**src/rtl/ram_reader.sv**
```systemverilog
// ram_reader: drains the dual-port sample RAM in the order the writer filled it.
// Occupancy is tracked from the writer's strobe. Each word is read on the RAM's
// second port and held on a valid/ready stream until the consumer accepts it.
//
// Ports:
//   i_clk, i_rst     clock, asynchronous active-high reset
//   i_wbit           writer strobe, one pulse per committed word
//   i_rdata          RAM read-port q (valid RD_LATENCY cycles after o_rden)
//   o_rd_address     RAM read address (always the current read pointer)
//   o_rden           RAM read enable, one cycle per word
//   o_data, o_valid  captured word and its valid flag
//   i_ready          consumer accept; a pop is o_valid & i_ready
//   o_overflow       sticky, set when a write arrives while the RAM is full
//
// Optional build macro RAM_READER_LEVEL_EN adds:
//   o_level          current occupancy
//   o_almost_full    occupancy >= depth - 16
//
// state | meaning
// IDLE  | nothing outstanding; waits for count != 0
// ISSUE | o_rden high for one cycle at rd_ptr
// WAIT  | waiting out the RAM read latency, captures q on the last cycle
// HOLD  | o_valid high, o_data stable until the consumer accepts
module ram_reader #(
  parameter int ADDR_W     = 14,
  parameter int DATA_W     = 64,
  parameter int RD_LATENCY = 2,
  parameter int START_ADDR = 2
) (
  input  logic              i_clk,
  input  logic              i_rst,
  input  logic              i_wbit,
  input  logic [DATA_W-1:0] i_rdata,
  output logic [ADDR_W-1:0] o_rd_address,
  output logic              o_rden,
  output logic [DATA_W-1:0] o_data,
  output logic              o_valid,
  input  logic              i_ready,
  output logic              o_overflow
`ifdef RAM_READER_LEVEL_EN
  ,
  output logic [ADDR_W:0]   o_level,
  output logic              o_almost_full
`endif
);

  localparam logic [ADDR_W:0]   FULL     = {1'b1, {ADDR_W{1'b0}}};
  localparam logic [1:0]        LAT_LOAD = 2'(RD_LATENCY - 1);
  localparam logic [ADDR_W-1:0] RST_PTR  = ADDR_W'(START_ADDR);

  typedef enum logic [1:0] {IDLE, ISSUE, WAIT, HOLD} state_t;

  state_t            state;
  logic [ADDR_W:0]   count;
  logic [ADDR_W:0]   count_nxt;
  logic [ADDR_W-1:0] rd_ptr;
  logic [1:0]        lat;
  logic              pop;
  logic              full;

  assign pop          = o_valid & i_ready;
  assign full         = (count == FULL);
  assign o_rd_address = rd_ptr;

  // A write and a pop on the same edge cancel, even when full: the slot freed
  // by the pop is taken by the write, so it is not an overflow.
  always_comb begin
    count_nxt = count;
    if (i_wbit && !pop && !full)
      count_nxt = count + 1'b1;
    else if (pop && !i_wbit)
      count_nxt = count - 1'b1;
  end

  always_ff @(posedge i_clk or posedge i_rst) begin
    if (i_rst) begin
      count      <= '0;
      o_overflow <= 1'b0;
    end else begin
      count <= count_nxt;
      if (i_wbit && !pop && full)
        o_overflow <= 1'b1;
    end
  end

  always_ff @(posedge i_clk or posedge i_rst) begin
    if (i_rst) begin
      state   <= IDLE;
      rd_ptr  <= RST_PTR;
      lat     <= '0;
      o_rden  <= 1'b0;
      o_data  <= '0;
      o_valid <= 1'b0;
    end else begin
      case (state)
        IDLE: begin
          if (count != '0) begin
            o_rden <= 1'b1;
            state  <= ISSUE;
          end
        end
        ISSUE: begin
          o_rden <= 1'b0;
          lat    <= LAT_LOAD;
          state  <= WAIT;
        end
        WAIT: begin
          // lat reaches zero in the cycle the RAM q carries the requested word
          if (lat == 2'd0) begin
            o_data  <= i_rdata;
            o_valid <= 1'b1;
            state   <= HOLD;
          end else begin
            lat <= lat - 2'd1;
          end
        end
        HOLD: begin
          if (i_ready) begin
            o_valid <= 1'b0;
            rd_ptr  <= rd_ptr + 1'b1;
            state   <= IDLE;
          end
        end
        default: state <= IDLE;
      endcase
    end
  end

`ifdef RAM_READER_LEVEL_EN
  localparam logic [ADDR_W:0] AF_LEVEL = FULL - (ADDR_W+1)'(16);

  assign o_level = count;

  always_ff @(posedge i_clk or posedge i_rst) begin
    if (i_rst)
      o_almost_full <= 1'b0;
    else
      o_almost_full <= (count_nxt >= AF_LEVEL);
  end
`endif

endmodule

```
**config.mk**
```make
export PLATFORM = sky130hd
export DESIGN_NAME = ram_reader
export DESIGN_NICKNAME = d
export VERILOG_FILES = /design/src/rtl/ram_reader.sv
export SDC_FILE = /design/constraint.sdc
export NUM_CORES = 1
export LEC_CHECK = 0
export CAP_MARGIN = 5
export CORE_MARGIN = 4
export CORE_UTILIZATION = 35
export CTS_BUF_LIST = sky130_fd_sc_hd__clkbuf_2 sky130_fd_sc_hd__clkbuf_4 sky130_fd_sc_hd__clkbuf_8
export DETAILED_ROUTE_END_ITERATION = 8
export PLACE_DENSITY_LB_ADDON = 0.05
export SETUP_SLACK_MARGIN = 0.1
export SKIP_CTS_REPAIR_TIMING = 1
export SLEW_MARGIN = 20
export SYNTH_ARGS = -nofsm -noshare
export SYNTH_HDL_FRONTEND = slang
export SYNTH_SLANG_ARGS = --single-unit
```
**constraint.sdc**
```tcl
create_clock -name i_clk -period 3.4 [get_ports i_clk]
set_clock_uncertainty 0.1 [all_clocks]
set_input_delay 0.34 -clock i_clk [delete_from_list [all_inputs] [get_ports i_clk]]
set_output_delay 0.34 -clock i_clk [all_outputs]
set_load 0.02 [all_outputs]
```
Word level (Yosys, flattened, before mapping):

Index checks and enable logic that the tools add are counted.

* add/sub/neg operators: 4
* eq/ne operators: 8
* multiplexer cells: 13
* bitwise logic cells: 1
* reductions and logical operators: 20

Operators by type and width (number)
* 2-to-1 mux 15 bit: 2
* adder 15 x 1 -> 15 bit, second input constant: 1
* == test 15 bit, second input constant: 1
* nonzero test 15 bit: 1
* subtractor 15 x 1 -> 15 bit, second input constant: 1
* adder 14 x 1 -> 14 bit, second input constant: 1
* 2-to-1 mux 2 bit: 4
* inequality test 2 bit, second input constant: 4
* case mux 2 bit (4 select lines): 1
* AND reduction 2 bit: 4
* nonzero test 2 bit: 4
* AND reduction 3 bit: 2
* == test 2 bit, second input constant: 2
* logical AND 1 bit: 4
* logical NOT 2 bit: 2
* case mux 1 bit (2 select lines): 2
* case mux 2 bit (2 select lines): 1
* logical NOT 1 bit: 3
* 2-to-1 mux 1 bit: 3
* == test 2 x 1 -> 1 bit, second input constant: 1
* subtractor 2 x 1 -> 2 bit, second input constant: 1
* AND 1 bit: 1

* bits in registers: 100
* bits of input ports: 68
* output and inout bits: 81
* logic and storage cells: 54

Logic depth before layout (Yosys ltp):

* word-level depth: 5
* depth in mapped cells: 11

Least setup slack after synthesis:

Ideal clock, no wire load.

* kind: register to register
* from: register count[0]
* to: register count[14]
* data arrival time: 3.248 ns
* required time: 3.174 ns
* path slack: -0.074 ns
* stages on the path, launching flop included: 12
* clock period less this slack: 3.474 ns
* cell sequence: dfrtp_1 -> nor4_1 -> nand4_1 -> o211ai_2 -> inv_1 -> fa_1 -> nor2b_4 -> o2111ai_1 -> and3_2 -> o31ai_4 -> mux2_4 -> a221o_1

* cells in the longest elaborated chain, start to end: 4
* elaborated cells on any way between the ends: 8
* those cells by class: add/sub: 2; eq/ne: 1; mux: 2; reduce/logical: 3

RTL lines
* start: declaration: line 54 `logic [ADDR_W:0] count;`
* start signal: assignment: line 80 `count <= count_nxt;`
* parallel branches: the longest is 4 deep, another holds subtractor 15 x 1 -> 15 bit

Parallel ways; which one is timed is not known. The select of a mux whose other input is x is not followed.
A chain may end at the register's enable or synchronous reset.

Worst setup path after layout:

* from: register count[10]
* to: register count[14]

Same word-level chain as after synthesis.

==> results.txt <==
The mapped cell area is 4653 um2. The run finished with clean final reports. Setup violations remaining at the end of the flow were counted as 0. The relative max-transition margin is 0.4715.

The summed negative setup slack over all endpoints is 0 ns. The share of flip-flops with an asynchronous set or reset after synthesis is 1.000. Across the run, the number of max-cap violations was 0. The total core area is 12820 um2.

The final hold violation count is 0. Summed over all cells, the static leakage comes to 2.876 nW. The die boundary height came out at 123.3 um. The utilization of the core after routing came out at 0.5281.

The global placement routability congestion came out at 0.7815. The number of synthesized register bits is 100. The maximum net fanout on the critical path is 3. The critical path's top delay family is compound AO/OA/AOI/OAI gates. The CTS clock-pin slew for the worst setup and hold paths is 0.10 ns.

The highest attainable clock frequency came out at 311.0 MHz. The actual slew at the worst max-slew pin came out at 0.7927 ns. The switching part of the total power is 0.3876. The number of global-route vias before repair is 3485. TritonCTS built the clock tree. The number of clock sinks is 100. The signal on the critical path passes through nor4_2, nand4_1, o211ai_4, inv_2, fa_2, nor2b_4, o2111ai_2, and3_4, o31ai_4, mux2_4, a221o_1. The total via count after detailed routing came out at 3454. Summing all multi-input logic gate instances after layout gives 2157 um2. The Yosys step of the flow raised 0 warnings. The total global routing overflow is 0.

At the worst endpoint, the arrival time is 3.38 ns. The switching power total came out at 0.002529 W. The share of synthesized area in the top cell type comes to 0.5324. The setup slack after layout came out at 0.1847 ns. The cell count after synthesis is 378. The critical path in this run is classified as flip-flop to flip-flop. The number of antenna violations at the first check in global routing came to 0. Row generation in the floorplan step produced 41 rows. The number of levels in the clock H-tree is 3.

The count of buffer and inverter cells on the critical path came out at 1. The number of DRC violations after detailed routing came out at 0. The post-detailed-route via-to-cell ratio came out at 4.751.

The maximum cell stage delay along the critical path came out at 0.42 ns. The final worst-path cycle share is 0.9457. The antenna diode count is 0. The width of the die came out at 123.3 um. Of the total power, registers draw 0.322. The number of top-level pins is 149.

The critical path startpoint category is a flip-flop. The full die area came out at 15200 um2. The most area-hungry cell type in the Yosys netlist is sky130_fd_sc_hd__dfrtp_1.

The internal power of the cells is 0.003996 W. The maximum resistive drop on vdd came out at 0.3915 mV. The first routing iteration left 123 violations. Setup repair after global routing could not meet its margin everywhere. The min-delay analysis places its worst path in the category input pin to async pin. The tightest hold margin is 0.3541 ns.

The number of flops mapped to enable cells by yosys came out at 0. Counting tap cells, the placed design contains a total of 706 instances. The standard cell with the maximum stage delay on the critical path is sky130_fd_sc_hd__dfrtp_1. The number of nets in the synthesized netlist came out at 467. The final layout contains 639 nets. The area growth from synthesis to layout came out at 45.55%. Ranked by total cell area, the synthesized netlist is headed by sky130_fd_sc_hd__dfrtp_1 (53%), sky130_fd_sc_hd__mux2_2 (16%), sky130_fd_sc_hd__ha_1 (5.4%), sky130_fd_sc_hd__xnor2_1 (2.4%), sky130_fd_sc_hd__nand2_1 (2.4%). The final-report max-slew violation count is 0.

The area taken by flip-flops and latches came out at 2504 um2. For this run, the total global-route usage over all layers was measured as 0.1453. Among all flip-flop cells after synthesis, the most frequent one is sky130_fd_sc_hd__dfrtp_1.

After detailed routing, the total wire length is 11160 um. Fill cells in the final layout number 1143. The number of library cell types mapped by synthesis came out at 53.

The share of the yosys chip area belonging to registers is 0.5380. The combinational group share of total power came out at 0.568. Data on the critical path is required at its endpoint by 3.57 ns.

The proportion of power drawn by the clock network came out at 0.110. The critical path endpoint category is a flip-flop. Dividing the detail-routed wire length by the instance count gives 15.36 um.

sky130_fd_sc_hd__dfrtp_1 is the most common cell in the netlist. The worst path needs 3.215 ns of the cycle, external delays included. The number of buffers inserted by port buffering came out at 148. The worst slack at placement came out at 0.06360 ns. In this run the remaining antenna-violating nets after routing total 0. The first global-routing pass estimated 17210 um of wire.

By count the netlist is led by sky130_fd_sc_hd__dfrtp_1 (99), sky130_fd_sc_hd__mux2_2 (67), sky130_fd_sc_hd__nand2_1 (30). In this run, CTS created clock tree buffers numbering 9. Entering global routing, the biggest net connects 65 pins. After synthesis, the mean cell area works out to 12.31 um2. The root buffer selected by CTS is sky130_fd_sc_hd__clkbuf_8. The register-to-register setup slack came out at 0.18 ns. The number of standard cells in the layout, taps in and fillers out is 727.

The first detailed-routing pass ran for 4 iterations. Dividing total power by cell area gives a power density of 963.4 nW/um2. The clock latency at the later pin of the worst-skew pair is 0.37 ns. The maximum buffer depth of the clock tree came out at 2. The initial utilization of the core area, before any placement, comes to 0.3628. The share of layout cells above drive strength 1 came out at 0.2396. The post-detailed-placement half-perimeter wirelength is 8366 um.
-- layout by cell type, fill, tap and decap left out, types with 2 or more instances in the layout --
cell type                           n
sky130_fd_sc_hd__a211oi_2           2
sky130_fd_sc_hd__a21o_1             4
sky130_fd_sc_hd__a21oi_1            9
sky130_fd_sc_hd__a21oi_2            2
sky130_fd_sc_hd__and2_1             4
sky130_fd_sc_hd__buf_4             20
sky130_fd_sc_hd__buf_6              2
sky130_fd_sc_hd__clkbuf_8          10
sky130_fd_sc_hd__clkdlybuf4s50_1  148
sky130_fd_sc_hd__clkinv_2           2
sky130_fd_sc_hd__dfrtp_1           99
sky130_fd_sc_hd__ha_1              16
sky130_fd_sc_hd__ha_4               3
sky130_fd_sc_hd__inv_1             14
sky130_fd_sc_hd__mux2_2            66
sky130_fd_sc_hd__mux2_4             2
sky130_fd_sc_hd__nand2_1           29
sky130_fd_sc_hd__nand2b_1           5
sky130_fd_sc_hd__nand3_1            4
sky130_fd_sc_hd__nand4_1            4
sky130_fd_sc_hd__nor2_1            19
sky130_fd_sc_hd__nor3_1             4
sky130_fd_sc_hd__nor4_2             3
sky130_fd_sc_hd__o21a_1             5
sky130_fd_sc_hd__o21ai_0           14
sky130_fd_sc_hd__o21ai_1            3
sky130_fd_sc_hd__o31ai_1            3
sky130_fd_sc_hd__xnor2_1           13
sky130_fd_sc_hd__xor2_1             8
-- routing by layer --
metal | track usage | routed length, um
met5 | 0 | 0
met4 | 0.07266 | 289
met3 | 0.03248 | 568
met2 | 0.2413 | 5610
met1 | 0.1779 | 4695
-- worst paths after layout --
path	startpoint	to	cells after the start
worst max-delay path	count[10]	count[14]	11
worst min-delay path	i_rst	o_data[45]	2
max in group asynchronous	i_rst	o_data[57]	3
min in group i_clk	o_rd_address[13]	o_rd_address[13]	1
worst min register to register	o_rd_address[13]	o_rd_address[13]	1
worst max register to register	count[10]	count[14]	11
-- area by class of cell --
type,instances,share of cell area
clock buffer,11,0.02143
clock inverter,5,0.005173
inverter,16,0.009237
multi-input combinational,253,0.3185
sequential,100,0.3697
tap,172,0.03178
timing repair buffer,170,0.2442
-- metrics by stage --
stage                     instance area [um2]  total power, W
after floorplan                          4664        0.004257
after global placement                   6449        0.005641
after detailed placement                 6449        0.005697
after CTS                                6629        0.006433
after global routing                     6773        0.006998
final                                    6773        0.006525
-- sequential cells by signal (all words and copies together) (netlist names) --
name          flops
count            15
o_valid           1
o_overflow        1
lat               2
o_rd_address     14
state             2
o_rden            1
o_data           64
-- power groups by stage --
stage,sequential (W),clock (W),combinational [W]
floorplan,0.00260,0,0.00166
global placement,0.00208,0,0.00356
detailed placement,0.00211,0,0.00359
CTS,0.00209,0.000753,0.00359
global route,0.00217,0.000809,0.00401
finish,0.00210,0.000717,0.00370
-- logic make-up (layout without fill, tap and decap cells) --
group / count (synthesis) / after routing / share of synthesized area
buffers and inverters: 25 / 202 / 0.02259
AND/OR/NAND/NOR: 84 / 84 / 0.08712
adder cells (fa/ha/maj): 21 / 21 / 0.05808
AO/OA/AOI/OAI: 58 / 58 / 0.08712
flip-flops: 100 / 100 / 0.5380
multiplexers: 69 / 69 / 0.1675
XOR/XNOR: 21 / 21 / 0.03953
-- worst register-to-register path, stage by stage, from the launching register on --
cell	delay [ns]
sky130_fd_sc_hd__dfrtp_1	0.42
sky130_fd_sc_hd__nor4_2	0.29
sky130_fd_sc_hd__nand4_1	0.21
sky130_fd_sc_hd__o211ai_4	0.26
sky130_fd_sc_hd__inv_2	0.06
sky130_fd_sc_hd__fa_2	0.37
sky130_fd_sc_hd__nor2b_4	0.13
sky130_fd_sc_hd__o2111ai_2	0.13
sky130_fd_sc_hd__and3_4	0.22
sky130_fd_sc_hd__o31ai_4	0.29
sky130_fd_sc_hd__mux2_4	0.33
sky130_fd_sc_hd__a221o_1	0.30
No activity file was read; power rests on OpenSTA's default activity.
==> RTL edit 1: new RTL, same settings <==
Change the parameter `DATA_W` from 64 to 60.
--- a/src/rtl/ram_reader.sv
+++ b/src/rtl/ram_reader.sv
@@ -23,7 +23,7 @@
 // HOLD  | o_valid high, o_data stable until the consumer accepts
 module ram_reader #(
   parameter int ADDR_W     = 14,
-  parameter int DATA_W     = 64,
+  parameter int DATA_W     = 60,
   parameter int RD_LATENCY = 2,
   parameter int START_ADDR = 2
 ) (
Ports: changed (resized i_rdata and o_data); port bits go from 149 to 141. No check against the original RTL was run, so the function may have changed too.
==> RTL edit 1 against the unedited design <==
- design area shrank 3.3%
- final cell count shrank 2.2%
- highest routed layer unchanged
- maximum frequency shrank 2.5%
- wire length shrank 0.69%
- non-clock buffer count shrank 7
- sequential cell count shrank 4
- power shrank 2.7%
- worst setup slack lost 0.083 ns
- sequential share of layout area shrank 0.25 points
- count of clock-buffer cells in the layout grew 1
- area after synthesis shrank 3.2%
==> RTL edit 1: results (changes against the unedited design) <==
Status
The flow ran to the end, and the final reports show no timing, DRC or antenna violations.

Drt
The via count normalized by instance count came to 4.768 (+0.36%). The routed wirelength normalized by instance count was 15.59 um (+1.5%). The final routed wirelength across all metal layers is 11090 um (-0.69%). The count of TritonRoute iterations in the first routing pass is 4 (unchanged). The violation count after the first detailed-routing iteration came to 116 (-5.7%).

Finish
The fraction of final layout cells sized beyond drive strength 1 is 23.19% (-0.77 points). The largest register by flop count is o_data. The flip-flop count of the largest register, all copies and words added is 60 (-6.3%). The number of nets at the end of the flow is 620 (-3.0%).

Critical path
The arrival time reported for the critical path endpoint is 3.46 ns (+0.08 ns). The setup slack on the worst flop-to-flop path is 0.10 ns (-0.08 ns). The worst register-to-register path begins at count[3].

On the critical path the largest part of the delay comes from compound AO/OA/AOI/OAI gates. The worst reg-to-reg path cell count is 11 (unchanged). In this run the critical register-to-register path is captured at count[14]. The largest stage delay on the critical path is 0.42 ns (about the same). The slowest stage of the critical path is the sky130_fd_sc_hd__dfrtp_1 cell.

The maximum fanout encountered on the critical timing path was 4 (+1).

Placed design
The detailed placement HPWL is 8197 um (-2.0%). The count of buffers from port buffering is 140 (-5.4%). The number of placed instances with taps included is 693 (-1.8%).

The worst slack at placement was -0.04163 ns (-0.1052 ns). The placer congestion estimate was 0.8742 (+12%).

CTS
The TritonCTS buffer count is 9 (unchanged). Clock tree synthesis selected as its root buffer the cell sky130_fd_sc_hd__clkbuf_8. The H-tree depth reported by CTS is 3 (unchanged).

The clock latency on the worst-skew pair is 0.37 ns (about the same).

Timing
The pin slew with the least headroom to its limit is 0.7010 ns (-0.09166 ns).

Synthesis
The complex-gate fraction of the synthesized area was 9.000% (+0.29 points). The sequential area share after synthesis is 53.36% (-0.44 points). The number of distinct standard cells referenced by the synthesized netlist is 53 (unchanged). The dominant synthesized flop cell is sky130_fd_sc_hd__dfrtp_1. The multiplexer fraction of the synthesized cell area was 16.31% (-0.45 points).

After synthesis, the cell types taking the most area are sky130_fd_sc_hd__dfrtp_1, sky130_fd_sc_hd__mux2_2, sky130_fd_sc_hd__ha_1. The commonest cells after synthesis are sky130_fd_sc_hd__dfrtp_1, sky130_fd_sc_hd__mux2_2, sky130_fd_sc_hd__nand2_1. The synthesized-area fraction occupied by xor and xnor cells was 4.083% (+0.13 points). The number of warning messages in the yosys log is 0 (unchanged). The post-synthesis adder-cell area fraction came to 6.000% (+0.19 points).

The gate count of the mapped netlist is 369 (-2.4%). The synthesized net count was 454 (-2.8%).

Global routing
The pin count of the biggest net entering global routing is 55 (-15%). The initial antenna violation count is 0 (unchanged). The wire length of the first global-routing pass is 17930 um (+4.2%).

The overall global routing resource usage is 15.44% (+0.91 points). The number of global-route vias before repair is 3506 (+0.60%).

Min path
In this run the worst hold path is classified as input pin to asynchronous set/reset pin.

Power
The largest vdd supply drop is 373.9 uV (-4.5%). The static leakage power was 2.795 nW (-2.8%).
-- RTL edit 1: worst max-delay path by stage --
stage                      to     start  slack (ns)
floorplan           count[14]  count[0]        0.11
global placement    count[14]  count[7]        0.06
detailed placement  count[14]  count[7]       -0.04
CTS                 count[14]  count[7]       -0.05
global route        count[14]  count[3]       -0.05
finish              count[14]  count[3]        0.10
-- RTL edit 1: area by class of cell --
class | count | area (um^2)
Sequential cell | 96 | 2405
Clock inverter | 3 | 43.79
Multi-Input combinational cell | 249 | 2087
Inverter | 16 | 62.56
Fill cell | 1163 | 6070
Timing Repair Buffer | 163 | 1590
Tap cell | 172 | 215.2
Clock buffer | 12 | 146.4
-- RTL edit 1: logic make-up after synthesis --
group,count (synthesis)
adders and majority gates,21
AOI/OAI and AO/OA,58
and+or+nand+nor,84
buffers and inverters,24
muxes,65
xor gates and xnor gates,21
DFF,96
-- RTL edit 1: routing by layer --
layer | global-route usage (%) | up-vias | share of wire (%)
met2 | 23.04 | 109 | 43
met5 | 0 | - | 0
li1 | - | 1629 | -
met3 | 4.196 | 12 | 7.0
met1 | 21.54 | 1640 | 49
met4 | 5.602 | 0 | 1.6
-- RTL edit 1: power by group --
group	switching, W	internal, W	total (W)	leakage (nW)
clock	0.000390	0.000362	0.000752	0.101
sequential	0.000332	0.00168	0.00201	1.14
combinational	0.00172	0.00187	0.00359	1.55
-- RTL edit 1: through the flow --
step | instance area (um^2) | hold WS [ns] | util (%) | power [W]
6_report | 6550 | 0.3305 | 51.90 | 0.006350
5_1_grt | 6550 | 0.3818 | 51.90 | 0.006826
4_1_cts | 6449 | 0.3557 | 51.10 | 0.006305
3_3_place_gp | 6259 | 0.3556 | 49.59 | 0.005469
3_5_place_dp | 6259 | 0.3709 | 49.59 | 0.005527
2_1_floorplan | 4516 | 0.3498 | - | 0.004104
==> RTL edit 2: new RTL, same settings <==
Made on the original files. Encoding of `state_t`: now one-hot (4 bits for 4 states).
--- a/src/rtl/ram_reader.sv
+++ b/src/rtl/ram_reader.sv
@@ -48,7 +48,7 @@
   localparam logic [1:0]        LAT_LOAD = 2'(RD_LATENCY - 1);
   localparam logic [ADDR_W-1:0] RST_PTR  = ADDR_W'(START_ADDR);
 
-  typedef enum logic [1:0] {IDLE, ISSUE, WAIT, HOLD} state_t;
+  typedef enum logic [3:0] {IDLE = 4'b0001, ISSUE = 4'b0010, WAIT = 4'b0100, HOLD = 4'b1000} state_t;
 
   state_t            state;
   logic [ADDR_W:0]   count;
Behaviour: no difference found for any inputs over 10 cycles, from zero or initial values and one cycle with i_rst high; not proved beyond that.
==> RTL edit 2 against the unedited design <==
- first-iteration DRC count grew 4.9%
- critical path depth is the same
- combinational power shrank 16%
- power shrank 8.7%
- sequential cell count grew 2
- worst setup slack gained 0.13 ns
- area after synthesis grew 2.3%
- design area grew 0.42%
- wire length grew 2.0%
- die area grew 2.1%
- critical path type unchanged
- largest cell class unchanged
- largest power group unchanged
==> RTL edit 2: results (changes against the unedited design) <==
Synthesis
The synthesized net count was 468 (+0.21%). Ranked by total cell area, the synthesized netlist is headed by sky130_fd_sc_hd__dfrtp_1, sky130_fd_sc_hd__mux2_2, sky130_fd_sc_hd__ha_1. The sequential area share after synthesis is 53.69% (-0.11 points).

The number of distinct standard cells referenced by the synthesized netlist was 54 (+1.9%).

Placed design
The number of placed instances with taps included is 719 (+1.8%). The detailed placement HPWL is 8279 um (-1.0%). The cell area after placement is 6579 um^2 (+2.0%). The placer congestion estimate was 0.8125 (+4.0%).

Critical path
The last element of the critical path is count[11]. The arrival time reported for the critical path endpoint is 3.27 ns (-0.11 ns). The maximum fanout encountered on the critical timing path is 8 (+5).

Status
The flow ran to the end, and the final reports show no timing, DRC or antenna violations.

Power
The switching power share of the total is 38.42% (-0.34 points). The total clock network power is 0.000808 W (+13%). The largest vdd supply drop is 317.2 uV (-19%). The net switching power was 0.002288 W (-9.5%).

Global routing
The global-route met2 utilization is 23.47% (-0.65 points). The number of global-route vias before repair came to 3708 (+6.4%). The met3 demand-to-capacity share in global routing came to 5.146% (+1.9 points). The met1 track demand over resource in global routing is 18.66% (+0.87 points).

Drt
The number of vias after detailed routing is 3568 (+3.3%). The wire length on met3 is 745 um (+31%). The routed metal-1 wirelength is 5110 um (+8.8%).

The final routed wirelength across all metal layers is 11380 um (+2.0%).

Timing
The pin slew with the least headroom to its limit came to 0.6796 ns (-0.1131 ns). The final hold slack is 0.2732 ns (-0.08083 ns).

Finish
The number of nets at the end of the flow is 638 (-0.16%).
-- RTL edit 2: cell types whose count changed after synthesis, moves of 5 or more --
| cell | delta |
|---|---|
| sky130_fd_sc_hd__buf_4 | +5 |
| sky130_fd_sc_hd__clkbuf_1 | -7 |
| sky130_fd_sc_hd__nand2_1 | -8 |
| sky130_fd_sc_hd__o21ai_0 | -5 |
| sky130_fd_sc_hd__ha_1 | -5 |
-- RTL edit 2: cell type report --
| cell class | count | area [um^2] |
|---|---|---|
| clock buffer | 9 | 123.9 |
| fill | 1182 | 6494 |
| multi-input combinational | 256 | 2088 |
| clock inverter | 7 | 80.08 |
| inverter | 14 | 55.05 |
| sequential | 102 | 2555 |
| timing repair buffer | 171 | 1679 |
| tap | 176 | 220.2 |
-- RTL edit 2: logic make-up after synthesis --
group           share of synthesized area (%)
simple gates                            9.624
buf+inv                                 2.945
compound gates                          9.309
flops                                   53.69
xor+xnor                                4.049
mux                                     16.01
fa+ha+maj                               4.365
